<file path="src/rtl/vram_glyph_writer.sv">
// vram_glyph_writer
// Write side of the 4-slot hex glyph display. Each slot holds a 4-bit glyph
// code that is advanced by a falling edge on its letter button. Whenever a
// code changes, the slot is marked pending and its glyph bitmap is copied row
// by row from the synchronous glyph ROM into that slot's VRAM region.
//
// Optional build macro: VRAM_GLYPH_WRITER_VBLANK_GATE_EN
//   defined   -> starting a redraw and fetching each next row wait for VBlank=1
//   undefined -> VBlank is ignored, rows are written back to back
//
// Ports:
//   Clk        system clock, rising edge
//   Rst_n      asynchronous active-low reset
//   Letra      raw letter buttons, bit i = slot i, falling edge = press
//   VBlank     vertical blanking flag (only used with the gate macro)
//   GlyphAddr  glyph ROM address {code, row}
//   GlyphData  glyph ROM data, valid one cycle after GlyphAddr
//   WrValid    VRAM row write request
//   WrReady    VRAM accepts the write
//   WrRegion   target slot/region
//   WrFila     target row
//   WrData     row bitmap, MSB = leftmost pixel
//   Selector   current codes, slot i at [4i+3:4i]
//   Busy       redraw in progress
//   Done       one-cycle pulse after the last row of a slot is accepted
module vram_glyph_writer #(
  parameter int FONT_W = 150,
  parameter int FONT_H = 523,
  parameter int ROW_W  = 10
) (
  input  logic                  Clk,
  input  logic                  Rst_n,
  input  logic [3:0]            Letra,
  input  logic                  VBlank,
  output logic [4+ROW_W-1:0]    GlyphAddr,
  input  logic [FONT_W-1:0]     GlyphData,
  output logic                  WrValid,
  input  logic                  WrReady,
  output logic [1:0]            WrRegion,
  output logic [ROW_W-1:0]      WrFila,
  output logic [FONT_W-1:0]     WrData,
  output logic [15:0]           Selector,
  output logic                  Busy,
  output logic                  Done
);

  localparam logic [ROW_W-1:0] LAST_ROW = ROW_W'(FONT_H - 1);

  typedef enum logic [1:0] {IDLE, RD, CAP, WR} state_t;

  state_t                state_reg, state_next;
  logic [3:0]            sync1_reg, sync2_reg, prev_reg;
  logic [3:0]            press;
  logic [15:0]           selector_reg, selector_next;
  logic [3:0]            pending_reg, pending_next, clear_mask;
  logic [1:0]            slot_reg, slot_next, pick_slot;
  logic [3:0]            code_reg, code_next, pick_code;
  logic [ROW_W-1:0]      row_reg, row_next;
  logic [4+ROW_W-1:0]    glyph_addr_reg, glyph_addr_next;
  logic                  wr_valid_reg, wr_valid_next;
  logic [FONT_W-1:0]     wr_data_reg, wr_data_next;
  logic [ROW_W-1:0]      wr_fila_reg, wr_fila_next;
  logic [1:0]            wr_region_reg, wr_region_next;
  logic                  done_reg, done_next;
  logic                  gate;

`ifdef VRAM_GLYPH_WRITER_VBLANK_GATE_EN
  assign gate = VBlank;
`else
  logic unused_vblank;
  assign unused_vblank = VBlank;
  assign gate = 1'b1;
`endif

  // Falling edge seen on the synchronized button: was 1, now 0.
  assign press = prev_reg & ~sync2_reg;

  genvar gi;
  generate
    for (gi = 0; gi < 4; gi++) begin : g_slot
      assign selector_next[4*gi +: 4] = press[gi] ? selector_reg[4*gi +: 4] + 4'd1
                                                  : selector_reg[4*gi +: 4];
    end
  endgenerate

  // A press in the same cycle as the clear wins, so the slot is redrawn again.
  assign pending_next = (pending_reg & ~clear_mask) | press;

  // Lowest-index pending slot.
  always_comb begin
    pick_slot = 2'd0;
    for (int i = 3; i >= 0; i--) begin
      if (pending_reg[i]) pick_slot = 2'(i);
    end
  end
  assign pick_code = selector_reg[{pick_slot, 2'b00} +: 4];

  always_comb begin
    state_next      = state_reg;
    slot_next       = slot_reg;
    code_next       = code_reg;
    row_next        = row_reg;
    glyph_addr_next = glyph_addr_reg;
    wr_valid_next   = wr_valid_reg;
    wr_data_next    = wr_data_reg;
    wr_fila_next    = wr_fila_reg;
    wr_region_next  = wr_region_reg;
    done_next       = 1'b0;
    clear_mask      = 4'd0;
    case (state_reg)
      IDLE: begin
        if ((|pending_reg) && gate) begin
          slot_next             = pick_slot;
          code_next             = pick_code;
          row_next              = '0;
          clear_mask[pick_slot] = 1'b1;
          // Address is loaded on entry to RD so the ROM data is ready in CAP.
          glyph_addr_next       = {pick_code, {ROW_W{1'b0}}};
          state_next            = RD;
        end
      end
      RD: state_next = CAP;
      CAP: begin
        wr_data_next   = GlyphData;
        wr_fila_next   = row_reg;
        wr_region_next = slot_reg;
        wr_valid_next  = 1'b1;
        state_next     = WR;
      end
      WR: begin
        if (wr_valid_reg) begin
          if (WrReady) begin
            wr_valid_next = 1'b0;
            if (row_reg == LAST_ROW) begin
              done_next  = 1'b1;
              state_next = IDLE;
            end else begin
              row_next = row_reg + ROW_W'(1);
              if (gate) begin
                glyph_addr_next = {code_reg, row_reg + ROW_W'(1)};
                state_next      = RD;
              end
            end
          end
        end else if (gate) begin
          // Row already advanced; waiting for blanking before the next fetch.
          glyph_addr_next = {code_reg, row_reg};
          state_next      = RD;
        end
      end
      default: state_next = IDLE;
    endcase
  end

  always_ff @(posedge Clk or negedge Rst_n) begin
    if (!Rst_n) begin
      state_reg      <= IDLE;
      sync1_reg      <= 4'd0;
      sync2_reg      <= 4'd0;
      prev_reg       <= 4'd0;
      selector_reg   <= 16'd0;
      pending_reg    <= 4'b1111;
      slot_reg       <= 2'd0;
      code_reg       <= 4'd0;
      row_reg        <= '0;
      glyph_addr_reg <= '0;
      wr_valid_reg   <= 1'b0;
      wr_data_reg    <= '0;
      wr_fila_reg    <= '0;
      wr_region_reg  <= 2'd0;
      done_reg       <= 1'b0;
    end else begin
      state_reg      <= state_next;
      sync1_reg      <= Letra;
      sync2_reg      <= sync1_reg;
      prev_reg       <= sync2_reg;
      selector_reg   <= selector_next;
      pending_reg    <= pending_next;
      slot_reg       <= slot_next;
      code_reg       <= code_next;
      row_reg        <= row_next;
      glyph_addr_reg <= glyph_addr_next;
      wr_valid_reg   <= wr_valid_next;
      wr_data_reg    <= wr_data_next;
      wr_fila_reg    <= wr_fila_next;
      wr_region_reg  <= wr_region_next;
      done_reg       <= done_next;
    end
  end

  assign GlyphAddr = glyph_addr_reg;
  assign WrValid   = wr_valid_reg;
  assign WrRegion  = wr_region_reg;
  assign WrFila    = wr_fila_reg;
  assign WrData    = wr_data_reg;
  assign Selector  = selector_reg;
  assign Busy      = (state_reg != IDLE);
  assign Done      = done_reg;

endmodule

</file>
<file path="config.mk">
export PLATFORM = sky130hd
export DESIGN_NAME = vram_glyph_writer
export DESIGN_NICKNAME = d
export VERILOG_FILES = /design/src/rtl/vram_glyph_writer.sv
export SDC_FILE = /design/constraint.sdc
export NUM_CORES = 1
export LEC_CHECK = 0
export BUFFER_PORTS_ARGS = -buffer_cell sky130_fd_sc_hd__buf_2
export CORE_ASPECT_RATIO = 0.7
export CORE_MARGIN = 2
export CORE_UTILIZATION = 40
export DETAILED_ROUTE_END_ITERATION = 8
export GPL_TIMING_DRIVEN = 0
export HOLD_SLACK_MARGIN = 0.12
export PLACE_DENSITY = 0.66
export SYNTH_ARGS = -nofsm -noshare
export SYNTH_HDL_FRONTEND = slang
export SYNTH_SLANG_ARGS = --single-unit
</file>
<file path="constraint.sdc">
create_clock -name Clk -period 4.3 [get_ports Clk]
set_input_delay 0.215 -clock Clk [delete_from_list [all_inputs] [get_ports Clk]]
set_output_delay 0.215 -clock Clk [all_outputs]
set_load 0.05 [all_outputs]
</file>
# After elaboration in Yosys (flattened, before gate mapping)
# Cells that the tools add are included.
# classes
add_sub_neg	5
n_lt_le_gt_ge	2
eq_ne	10
shifts	1
mux	30
n_bitwise	5
n_reduce_logical	10
# op_table
op	count
$mux 14	4
$mux 10	4
$pmux 14 s2	1
$pmux 10 s2	1
$add 4x1->4 const B	4
$shiftx 16x5->4	1
$mux 2	7
$add 10x1->10 const B	1
$eq 10x10->1 const B	1
$and 4x4->4	2
$mux 1	8
$mux 4	2
$ne 2x2->1 const B	4
$not 4->4	2
$pmux 2 s4	1
$ne 3x3->1 const B	2
$reduce_bool 2->1	3
$reduce_and 5->1	1
$eq 2x2->1 const B	2
$or 4x4->4	1
$reduce_and 2->1	2
$reduce_and 4->1	1
$reduce_or 4->1	1
$lt 2x3->1 const B	1
6 further kinds	6
# word_totals
regBits	228
inputBits	158
out_inout_bits	195
wordCells	81

# Longest topological paths before layout
# Gate-level depths: netlist of run 1.
# depth
depth_word	13
depth_mapped	8
mapped_depth_nobuf	7

# Worst setup path before layout of run 1
# No wires, ideal clock.
# synth_path
kind	register to register
start	register state_reg[0]
end	register row_reg[3]
setup_ns	0.121
arrival_ns	2.162
required_ns	4.179
slack_ns	2.017
stages_incl_launch_ff	8
n_path_buf	0
synth_period_minus_slack_ns	2.283
path_cell_list	dfrtp_1 -> inv_1 -> ha_1 -> clkinv_1 -> a211o_2 -> o21a_2 -> a21o_1 -> a22o_1
# synth_via
elab_chain_len	3
word_cells_on_any_way	9
cone_classes	eq/ne (5); mux (1); reduce/logical (3)
# synth_rtl
element	line_no	source
start, declared	51	state_t state_reg, state_next;
start signal, assigned	173	state_reg <= state_next;
$eq 2x2->1 or $logic_not 2->1 (tied branches)	110	case (state_reg)
$ne 2x2->1 (no source line) or $reduce_bool 2->1 (tied branches)	-	
$reduce_and 5->1 (no source line)	-	
end signal, assigned	181	row_reg <= row_next;
end, declared	58	logic [ROW_W-1:0] row_reg, row_next;
# Several ways; a longest one is shown, not always the timed one.
# A chain may end at the register's enable or synchronous reset.

# Final worst setup path of run 1
# layout_path
start	register state_reg[0]
end	register wr_data_reg[105], in the netlist WrData[105]
# layout_via
elab_chain_len	1
# layout_rtl
element	line_no	source
$eq 2x2->1	110	
end signal, assigned	184	wr_data_reg <= wr_data_next;
end, declared	61	logic [FONT_W-1:0] wr_data_reg, wr_data_next;
# No other way between the ends.

==> reports/metrics.cfg, run 1 <==
[drt]
dr.pass1.iters = 4
ant_nets = 0
routed_via_density = 4.84
vias = 6954
routedWlPerCell_um = 18.5
drt_iter0_drc = 279
wl_mm = 26.5
post-route-drc-count = 0

[placed_design]
place_ws_ps = 1780
dp_cells = 1240
placed_area_sq_um = 11200
hpwlAfterDp_mm = 16.8
globalplace.congestion = 0.785
port_buffers = 351

[synthesis]
syn_nets = 773
ys_ff_latch = 228
netlist.area_leader.share_pct = 62.1
yosysSeqAreaShare_pct = 63.2
synth_edf_count = 0
async_flop_share_pct = 100
synth.area.top_cells = dfrtp_1 62%, mux2_2 21%, ha_1 1.2%
syn_area_per_cell_sq_um = 14.9
synth_top_area_cell = dfrtp_1
yosys-top-cells-count = 224 x dfrtp_1, 171 x mux2_2, 22 x nand2_1, 18 x o21ai_1
yosysMostFrequentCell = dfrtp_1
synthesis.area_sq_um = 9030
ys_warn_count = 0
ys_types = 50
synth-main-ff-cell = dfrtp_1
syn_inst = 606

[critical_path]
cp.required_ps = 4680
critical_path.endpoint_type = flop
regToRegSetupSlack_ps = 1840
cp_max_fo = 10
cp-start-kind = flop
critPathArrivalTime_ps = 2850
path_class = reg -> reg

[clock_network]
tritoncts = yes
clock-sinks = 228
cts_buffers = 23
insertion_delay_ps = 500
post_cts_buffers = 0
clk_pin_slew_ps = 60
cts_buffer_depth = 3
cts.htree.levels = 1
root_buffer = clkbuf_16

[floorplan]
core-area_sq_um = 21900
ios = 353
die_x_um = 184
die_h_um = 130
rows = 45
dieArea_sq_um = 23800
start_util_pct = 41.2

[timing]
hold_violations = 0
fin_skew_ps = 7.16
drv_slew = 0
tightestPinTransition_ps = 924
fmaxAchievable_ghz = 0.406
period_needed_ps = 2460
setup_viol = 0
rsz0062_at_grt = false
relSlewSlack_pct = 38.4
fin_tns_setup_ps = 0
fin_crit_sh_pct = 57.3
layout_setup_ws_ps = 1840
whs_ps = 342

[run]
cap_violations = 0

[finish]
largest_register_ffs = 150
nFillCells = 1671
drive_above_1_share_pct = 51.3
final_nets = 1306
final_area_sq_um = 13500
fin_cells = 1437
post-route-util_pct = 61.7
area_growth_pct = 49.6

[grt]
grt_start_max_net_pins = 116
grt_pass1_wl_mm = 41.0
grt_pass1_vias = 7616
grt_overflow_total = 0
grt.total_usage_pct = 21.9
antenna_found_initial = 0

[outcome]
status = finished clean

[pwr]
ir_worst_vdd_uv = 755
power.density_nw_per_um2 = 911
p_leak_nw = 6.38
finalPower_mw = 12.3

[worst_hold_path]
hp-class = in -> async

-- repair_timing --
action	4_1_cts	5_1_grt
resized for setup	0	0
hold endpoints to repair	268	0
hold buffers	156	0
-- cells by family (layout without fill, tap and decap cells) --
| logic type | Yosys count | in the layout | synth area share [%] |
|---|---|---|---|
| AOI/OAI and AO/OA | 62 | 62 | 5.10 |
| xor gates and xnor gates | 21 | 21 | 2.04 |
| adders and majority gates | 9 | 9 | 1.25 |
| buffers and inverters | 38 | 585 | 1.94 |
| DFF | 228 | 228 | 63.2 |
| muxes | 180 | 180 | 22.3 |
| other | 0 | 2 | 0 |
| and+or+nand+nor | 68 | 68 | 4.13 |
-- final cells by class --
cell class / count / area [sq um] / area share (%)
diodes: 2 / 5.00 / 0.0370
clock inverters: 7 / 116 / 0.861
flip-flops and latches: 228 / 5710 / 42.3
inverters: 11 / 41.3 / 0.306
well taps: 282 / 353 / 2.61
repair buffers: 508 / 3360 / 24.8
clock buffers: 32 / 649 / 4.81
plain buffers: 27 / 134 / 0.991
multi-input cells: 340 / 3150 / 23.3
-- layer usage --
metal / wire [um] / share of wire, % / track usage, % / vias to the layer above
met5: 0 / 0 / 0 / -
met4: 1090 / 4.1 / 8.47 / 0
met3: 1380 / 5.2 / 4.41 / 65
met2: 13300 / 50 / 38.4 / 247
met1: 10800 / 41 / 27.1 / 3430
li1: - / - / - / 3212
-- where the power goes --
part	internal [mW]	switching (mW)	leakage, nW
sequential	3.09	0.573	2.73
clock	1.23	0.827	0.373
combinational	1.96	4.63	3.28
-- cells in the final DEF (no fill, tap or decap), drive strengths merged, types with 5 or more instances in the layout --
master / count
dfrtp: 224
o2bb2ai: 10
xor2: 11
xnor2: 10
dlygate4sd3: 156
o21ai: 27
clkbuf: 45
ha: 9
nor3: 8
nand3: 5
nor2: 12
nand4: 6
inv: 10
buf: 366
nand2: 23
mux2: 172
mux2i: 8
-- final timing paths --
kind | start | to | cells after the start
min in group Clk | sync1_reg[0]$_DFF_PN0_ | sync2_reg[0]$_DFF_PN0_ | 0
max | state_reg[0]$_DFFE_PN0P_ | WrData[105]$_DFFE_PN0P_ | 6
max reg2reg | state_reg[0]$_DFFE_PN0P_ | WrData[105]$_DFFE_PN0P_ | 6
min reg2reg | sync1_reg[0]$_DFF_PN0_ | sync2_reg[0]$_DFF_PN0_ | 0
max in group asynchronous | Rst_n | WrData[60]$_DFFE_PN0P_ | 3
min | Rst_n | Selector[15]$_DFFE_PN0P_ | 2
-- critical path: stages, from the launching register on --
cell and delay (ps):
dfrtp_1 390, inv_1 110, ha_1 160, clkbuf_1 500, clkbuf_1 440, buf_2 370, mux2_2 370
Power figures use the tool's default switching activity.
==> run 2, diff against run 1 <==
--- a/config.mk
+++ b/config.mk
@@ -12,7 +12,7 @@
 export DETAILED_ROUTE_END_ITERATION = 8
 export GPL_TIMING_DRIVEN = 0
 export HOLD_SLACK_MARGIN = 0.12
-export PLACE_DENSITY = 0.66
+export PLACE_DENSITY = 0.68
 export SYNTH_ARGS = -nofsm -noshare
 export SYNTH_HDL_FRONTEND = slang
 export SYNTH_SLANG_ARGS = --single-unit
==> constraint.sdc (replaced) <==
create_clock -name Clk -period 2 [get_ports Clk]
set_input_delay 0.1 -clock Clk [delete_from_list [all_inputs] [get_ports Clk]]
set_output_delay 0.1 -clock Clk [all_outputs]
set_load 0.05 [all_outputs]
==> run 2 against run 1 <==
  * Fmax rose by 24%
  * Combinational power up 120%
  * Total power increased by 120%
  * Sequential power up 110%
  * Worst hold slack got worse by 120 ps
  * Utilization is 1.1 points higher
  * Non-clock buffer count grew 13
  * Routed wire length grew 1.7%
  * Final cell count is 1.1% higher
  * Final area increased by 1.8%
  * Clock power grew 110%
  * Via count is 1.7% higher
==> reports/metrics.cfg, run 2 (synthesis gave the netlist of run 1 again) <==
[outcome]
status = finished clean

[critical_path]
cp_common_cell = buf_6
reg2reg_to = row_reg[7]$_DFFE_PN0P_
regToRegSetupSlack_ps = 20  ; -1820 ps
critPathArrivalTime_ps = 2360  ; -490 ps
cp.buffers_inverters = 4  ; unchanged
reg2reg_depth = 10  ; +4
r2r-start = state_reg[0]$_DFFE_PN0P_
cp_max_fo = 8  ; -2
critPathSlowestCell = dfrtp_1
cp.required_ps = 2380  ; -2300 ps
crit_path_cell_trace = inv_2 -> ha_4 -> or3b_4 -> nor3_4 -> buf_6 -> buf_6 -> buf_6 -> a311oi_2 -> o21ai_1 -> o31ai_1
cp-start-kind = flop
crit_family = simple AND/OR/NAND/NOR gates
path_class = reg -> reg
critical_path.endpoint_type = flop
slowest_delay_ps = 400  ; -100 ps

[timing]
rsz0062_at_grt = true
layout_setup_ws_ps = 20.9  ; -1820 ps
hold_violations = 0  ; unchanged
setup_viol = 0  ; unchanged
fin_crit_sh_pct = 99.0  ; +42 points
fmaxAchievable_ghz = 0.505  ; +24%
fin_tns_setup_ps = 0  ; unchanged
tightestPinTransition_ps = 632  ; -292 ps
drv_slew = 0  ; unchanged
period_needed_ps = 1980  ; -483 ps
fin_skew_ps = 8.61  ; +1.45 ps
relSlewSlack_pct = 57.7  ; +19 points

[floorplan]
rows = 45  ; unchanged
ios = 353  ; unchanged
dieArea_sq_um = 23800  ; unchanged
core-area_sq_um = 21900  ; unchanged
die_x_um = 184  ; unchanged
start_util_pct = 41.2  ; unchanged
die_h_um = 130  ; unchanged

[pwr]
p_leak_nw = 6.48  ; +1.6%
ir_worst_vdd_uv = 1390  ; +84%
power.density_nw_per_um2 = 1940  ; +110%

[clock_network]
clk_pin_slew_ps = 60  ; about the same
cts_buffers = 23  ; unchanged
root_buffer = clkbuf_16
tritoncts = yes
cts.htree.levels = 1  ; unchanged
insertion_delay_ps = 510  ; about the same
clock-sinks = 228  ; unchanged
cts_buffer_depth = 3  ; unchanged

[grt]
grt.total_usage_pct = 21.9  ; -0.058 points
antenna_found_initial = 4  ; +4
grt_pass1_vias = 7537  ; -1.0%
grt_start_max_net_pins = 112  ; -3.4%
grt_overflow_total = 0  ; unchanged
grt_pass1_wl_mm = 40.7  ; -0.59%

[placed_design]
globalplace.congestion = 0.784  ; about the same
place_ws_ps = -611  ; -2390 ps
port_buffers = 351  ; unchanged
hpwlAfterDp_mm = 17.3  ; +3.1%

[finish]
final_common_cell = buf_2
area_growth_pct = 52.3
nFillCells = 1638  ; -2.0%
multi_input_area_sq_um = 3230  ; +2.7%
final_cell_mix = 358 x buf_2, 222 x dfrtp_1, 171 x mux2_2
regArea_sq_um = 5710  ; about the same
largest_register_ffs = 150  ; unchanged
drive_above_1_share_pct = 53.4  ; +2.0 points
final_nets = 1319  ; +1.0%

[worst_hold_path]
hp-class = in -> async

[drt]
routed_via_density = 4.87  ; +0.62%
post-route-drc-count = 0  ; unchanged
routedWlPerCell_um = 18.6  ; +0.59%
ant_nets = 0  ; unchanged
dr.pass1.iters = 4  ; unchanged
wl_mm = 27.0  ; +1.7%
vias = 7075  ; +1.7%
drt_iter0_drc = 346  ; +24%

[run]
cap_violations = 0  ; unchanged

run 2: worst max path at each step:
stage / cells past startpoint / to / from
6_report: 10 / row_reg[7]$_DFFE_PN0P_ / state_reg[0]$_DFFE_PN0P_
5_1_grt: 10 / row_reg[7]$_DFFE_PN0P_ / state_reg[0]$_DFFE_PN0P_
4_1_cts: 10 / row_reg[7]$_DFFE_PN0P_ / state_reg[0]$_DFFE_PN0P_
3_5_place_dp: 6 / WrData[110]$_DFFE_PN0P_ / state_reg[0]$_DFFE_PN0P_
3_3_place_gp: 1 / WrValid$_DFFE_PN0P_ / Rst_n
2_1_floorplan: 7 / state_reg[1]$_DFFE_PN0P_ / state_reg[0]$_DFFE_PN0P_
run 2: per-stage QoR:
step | power, mW | std cells | hold WS [ps] | utilization (%) | instance area (sq um)
CTS | 26.4 | 1444 | 211 | 62.2 | 13600
finish | 26.7 | 1453 | 222 | 62.8 | 13800
floorplan | 18.3 | 606 | -196 | - | 9040
global route | 27.8 | 1453 | 224 | 62.8 | 13800
global placement | 21.5 | 1239 | 209 | 50.9 | 11200
detailed placement | 21.8 | 1241 | -90.1 | 51.2 | 11200
run 2: timing repair:
action / 4_1_cts / 5_1_grt
hold buffers: 157 / 0
hold endpoints to repair: 274 / 0
setup buffers: 7 / 5
setup endpoints to repair: 189 / 108
gates resized for setup: 15 / 14
pin swaps: 2 / 7
run 2: power by group:
part           total, mW  internal [mW]  leakage (nW)  switching (mW)
combinational       14.6           4.51          3.39            10.1
sequential          7.89           6.65          2.73            1.24
clock               4.23           2.43         0.363            1.79
total               26.7           13.6          6.48            13.1
run 2: tightest hold or removal path, stage by stage:
cell           delay (ps)
dlygate4sd3_1         560
buf_8                 120
buf_16                390
run 2: routing by layer:
layer  wire (um)  track usage [%]  up-vias
met4         908             7.29        0
met3        1400             4.80       60
li1            -                -     3267
met1       11100             27.0     3518
met2       13500             38.5      230
met5           0                0        -
run 2: final cells by class:
class,count,area share [%]
Sequential cell,228,41.5
Timing Repair Buffer,522,25.6
Multi-Input combinational cell,340,23.5
Clock buffer,32,4.79
Tap cell,282,2.56
Buffer,26,1.11
Clock inverter,8,0.546
Inverter,11,0.309
Antenna cell,4,0.0728
==> run 3, diff against run 2 <==
--- a/config.mk
+++ b/config.mk
@@ -13,6 +13,7 @@
 export GPL_TIMING_DRIVEN = 0
 export HOLD_SLACK_MARGIN = 0.12
 export PLACE_DENSITY = 0.68
+export RECOVER_POWER = 25
 export SYNTH_ARGS = -nofsm -noshare
 export SYNTH_HDL_FRONTEND = slang
 export SYNTH_SLANG_ARGS = --single-unit
==> run 3 against run 2 <==
  * Non-clock buffer count is the same
  * Count of clock-buffer cells in the layout is the same
  * Combinational power is essentially flat
  * Utilization shrank 0.17 points
  * Global-route usage is the same
  * Flip-flop and latch count is the same
  * Sequential power is essentially flat
  * Total power shrank 0.20%
  * Critical path type unchanged
  * Worst hold slack gained 14 ps
==> reports/metrics.cfg, run 3 (synthesis gave the netlist of run 1 again) <==
[critical_path]
crit_path_cell_trace = inv_2 -> ha_4 -> or3b_4 -> nor3_4 -> buf_6 -> buf_6 -> buf_6 -> a311oi_2 -> o21ai_1 -> o31ai_1
path_class = reg -> reg
cp.buffers_inverters = 4  ; unchanged
slowest_delay_ps = 400  ; about the same
cp.required_ps = 2380  ; about the same
cp_max_fo = 8  ; unchanged
cp-start-kind = flop
crit_family = simple AND/OR/NAND/NOR gates
cp_common_cell = buf_6
critical_path.endpoint_type = flop
critPathSlowestCell = dfrtp_1
critPathArrivalTime_ps = 2360  ; about the same

[finish]
drive_above_1_share_pct = 51.6  ; -1.8 points
post-route-util_pct = 62.7  ; -0.17 points
final_common_cell = buf_2
final_area_sq_um = 13700  ; -0.26%
final_nets = 1319  ; unchanged
nFillCells = 1648  ; +0.61%
regArea_sq_um = 5710  ; unchanged
final_cell_mix = 338 x buf_2, 222 x dfrtp_1, 171 x mux2_2
area_growth_pct = 51.9
multi_input_area_sq_um = 3230  ; unchanged
largest_register_ffs = 150  ; unchanged

[timing]
relSlewSlack_pct = 57.3  ; -0.39 points
tightestPinTransition_ps = 643  ; +11.0 ps
hold_violations = 0  ; unchanged
fin_crit_sh_pct = 99.0  ; about the same
fmaxAchievable_ghz = 0.505  ; about the same
rsz0062_at_grt = true
setup_viol = 0  ; unchanged
whs_ps = 236  ; +14.0 ps
period_needed_ps = 1980  ; +0.396 ps
fin_skew_ps = 8.71  ; +0.0926 ps
drv_slew = 0  ; unchanged

[run]
cap_violations = 0  ; unchanged

[grt]
grt_pass1_vias = 7537  ; unchanged
antenna_found_initial = 4  ; unchanged
grt_pass1_wl_mm = 40.7  ; unchanged
grt_start_max_net_pins = 112  ; unchanged
grt_overflow_total = 0  ; unchanged
grt.total_usage_pct = 21.9  ; unchanged

[clock_network]
insertion_delay_ps = 510  ; about the same
cts_buffer_depth = 3  ; unchanged
clock-sinks = 228  ; unchanged
root_buffer = clkbuf_16
clk_pin_slew_ps = 60  ; about the same
cts.htree.levels = 1  ; unchanged
tritoncts = yes
cts_buffers = 23  ; unchanged

[drt]
dr.pass1.iters = 4  ; unchanged
routedWlPerCell_um = 18.6  ; about the same
drt_iter0_drc = 352  ; +1.7%
routed_via_density = 4.87  ; about the same
vias = 7081  ; +0.085%
wl_mm = 27.0  ; about the same
post-route-drc-count = 0  ; unchanged
ant_nets = 0  ; unchanged

[pwr]
ir_worst_vdd_uv = 1390  ; about the same
p_leak_nw = 6.42  ; -0.97%
power.density_nw_per_um2 = 1940  ; about the same

[placed_design]
hpwlAfterDp_mm = 17.3  ; unchanged
port_buffers = 351  ; unchanged
globalplace.congestion = 0.784  ; unchanged
placed_area_sq_um = 11200  ; unchanged

[floorplan]
start_util_pct = 41.2  ; unchanged
core-area_sq_um = 21900  ; unchanged
rows = 45  ; unchanged
dieArea_sq_um = 23800  ; unchanged
die_h_um = 130  ; unchanged
ios = 353  ; unchanged
die_x_um = 184  ; unchanged

[outcome]
status = finished clean

[worst_hold_path]
hp-class = in -> reg

-- run 3: layout make-up --
cell class,instances,share of cell area (%)
multi-input combinational,340,23.6
buffer,26,1.11
antenna,4,0.0729
timing repair buffer,522,25.4
clock buffer,32,4.81
sequential,228,41.6
inverter,11,0.310
tap,282,2.57
clock inverter,8,0.547
-- run 3: repair_timing --
item                                    CTS  global route
resized for setup                        15            14
pin swaps                                 2             7
buffers inserted                          7             5
endpoints found under the hold margin   274             0
endpoints found under the setup margin  189           108
hold buffers                            157             0
-- run 3: through the flow --
stage               std cells  setup slack [ps]  total power, mW  setup TNS [ps]
finish                   1453              20.5             26.7               0
global route             1453             -56.4             27.8            -349
CTS                      1444              4.39             26.4               0
detailed placement       1241              -611             21.8          -59730
global placement         1239             -3670             21.5         -789750
floorplan                 606              14.7             18.3               0
-- run 3: per-layer routing --
| layer | up-vias | global-route usage, % | wire, um | share of wire [%] |
|---|---|---|---|---|
| li1 | 3268 | - | - | - |
| met1 | 3526 | 27.0 | 11100 | 41 |
| met2 | 227 | 38.5 | 13500 | 50 |
| met3 | 60 | 4.80 | 1410 | 5.2 |
| met4 | 0 | 7.29 | 908 | 3.4 |
| met5 | - | 0 | 0 | 0 |
-- run 3: worst paths after layout --
| path | from | endpoint | slack, ps | cells past startpoint |
|---|---|---|---|---|
| min in group asynchronous | Rst_n | WrData[11]$_DFFE_PN0P_ | 340 | 3 |
| min reg2reg | sync1_reg[3]$_DFF_PN0_ | sync2_reg[3]$_DFF_PN0_ | 340 | 0 |
| max | state_reg[0]$_DFFE_PN0P_ | row_reg[7]$_DFFE_PN0P_ | 20 | 10 |
| max reg2reg | state_reg[0]$_DFFE_PN0P_ | row_reg[7]$_DFFE_PN0P_ | 20 | 10 |
| max in group asynchronous | Rst_n | WrValid$_DFFE_PN0P_ | 690 | 4 |
| min | Letra[1] | sync1_reg[1]$_DFF_PN0_ | 240 | 2 |
-- run 3: report_power, final --
part           switching, mW  internal [mW]  total (mW)
logic                   10.1           4.45        14.5
clock network           1.79           2.43        4.23
registers               1.24           6.65        7.89
-- run 3: worst register-to-register path: cells and delay by family (launching register included) --
kind | cells | cell delay, ps
fa+ha+maj | 1 | 160
buf+inv | 4 | 490
simple gates | 2 | 520
flops | 1 | 400
compound gates | 3 | 280
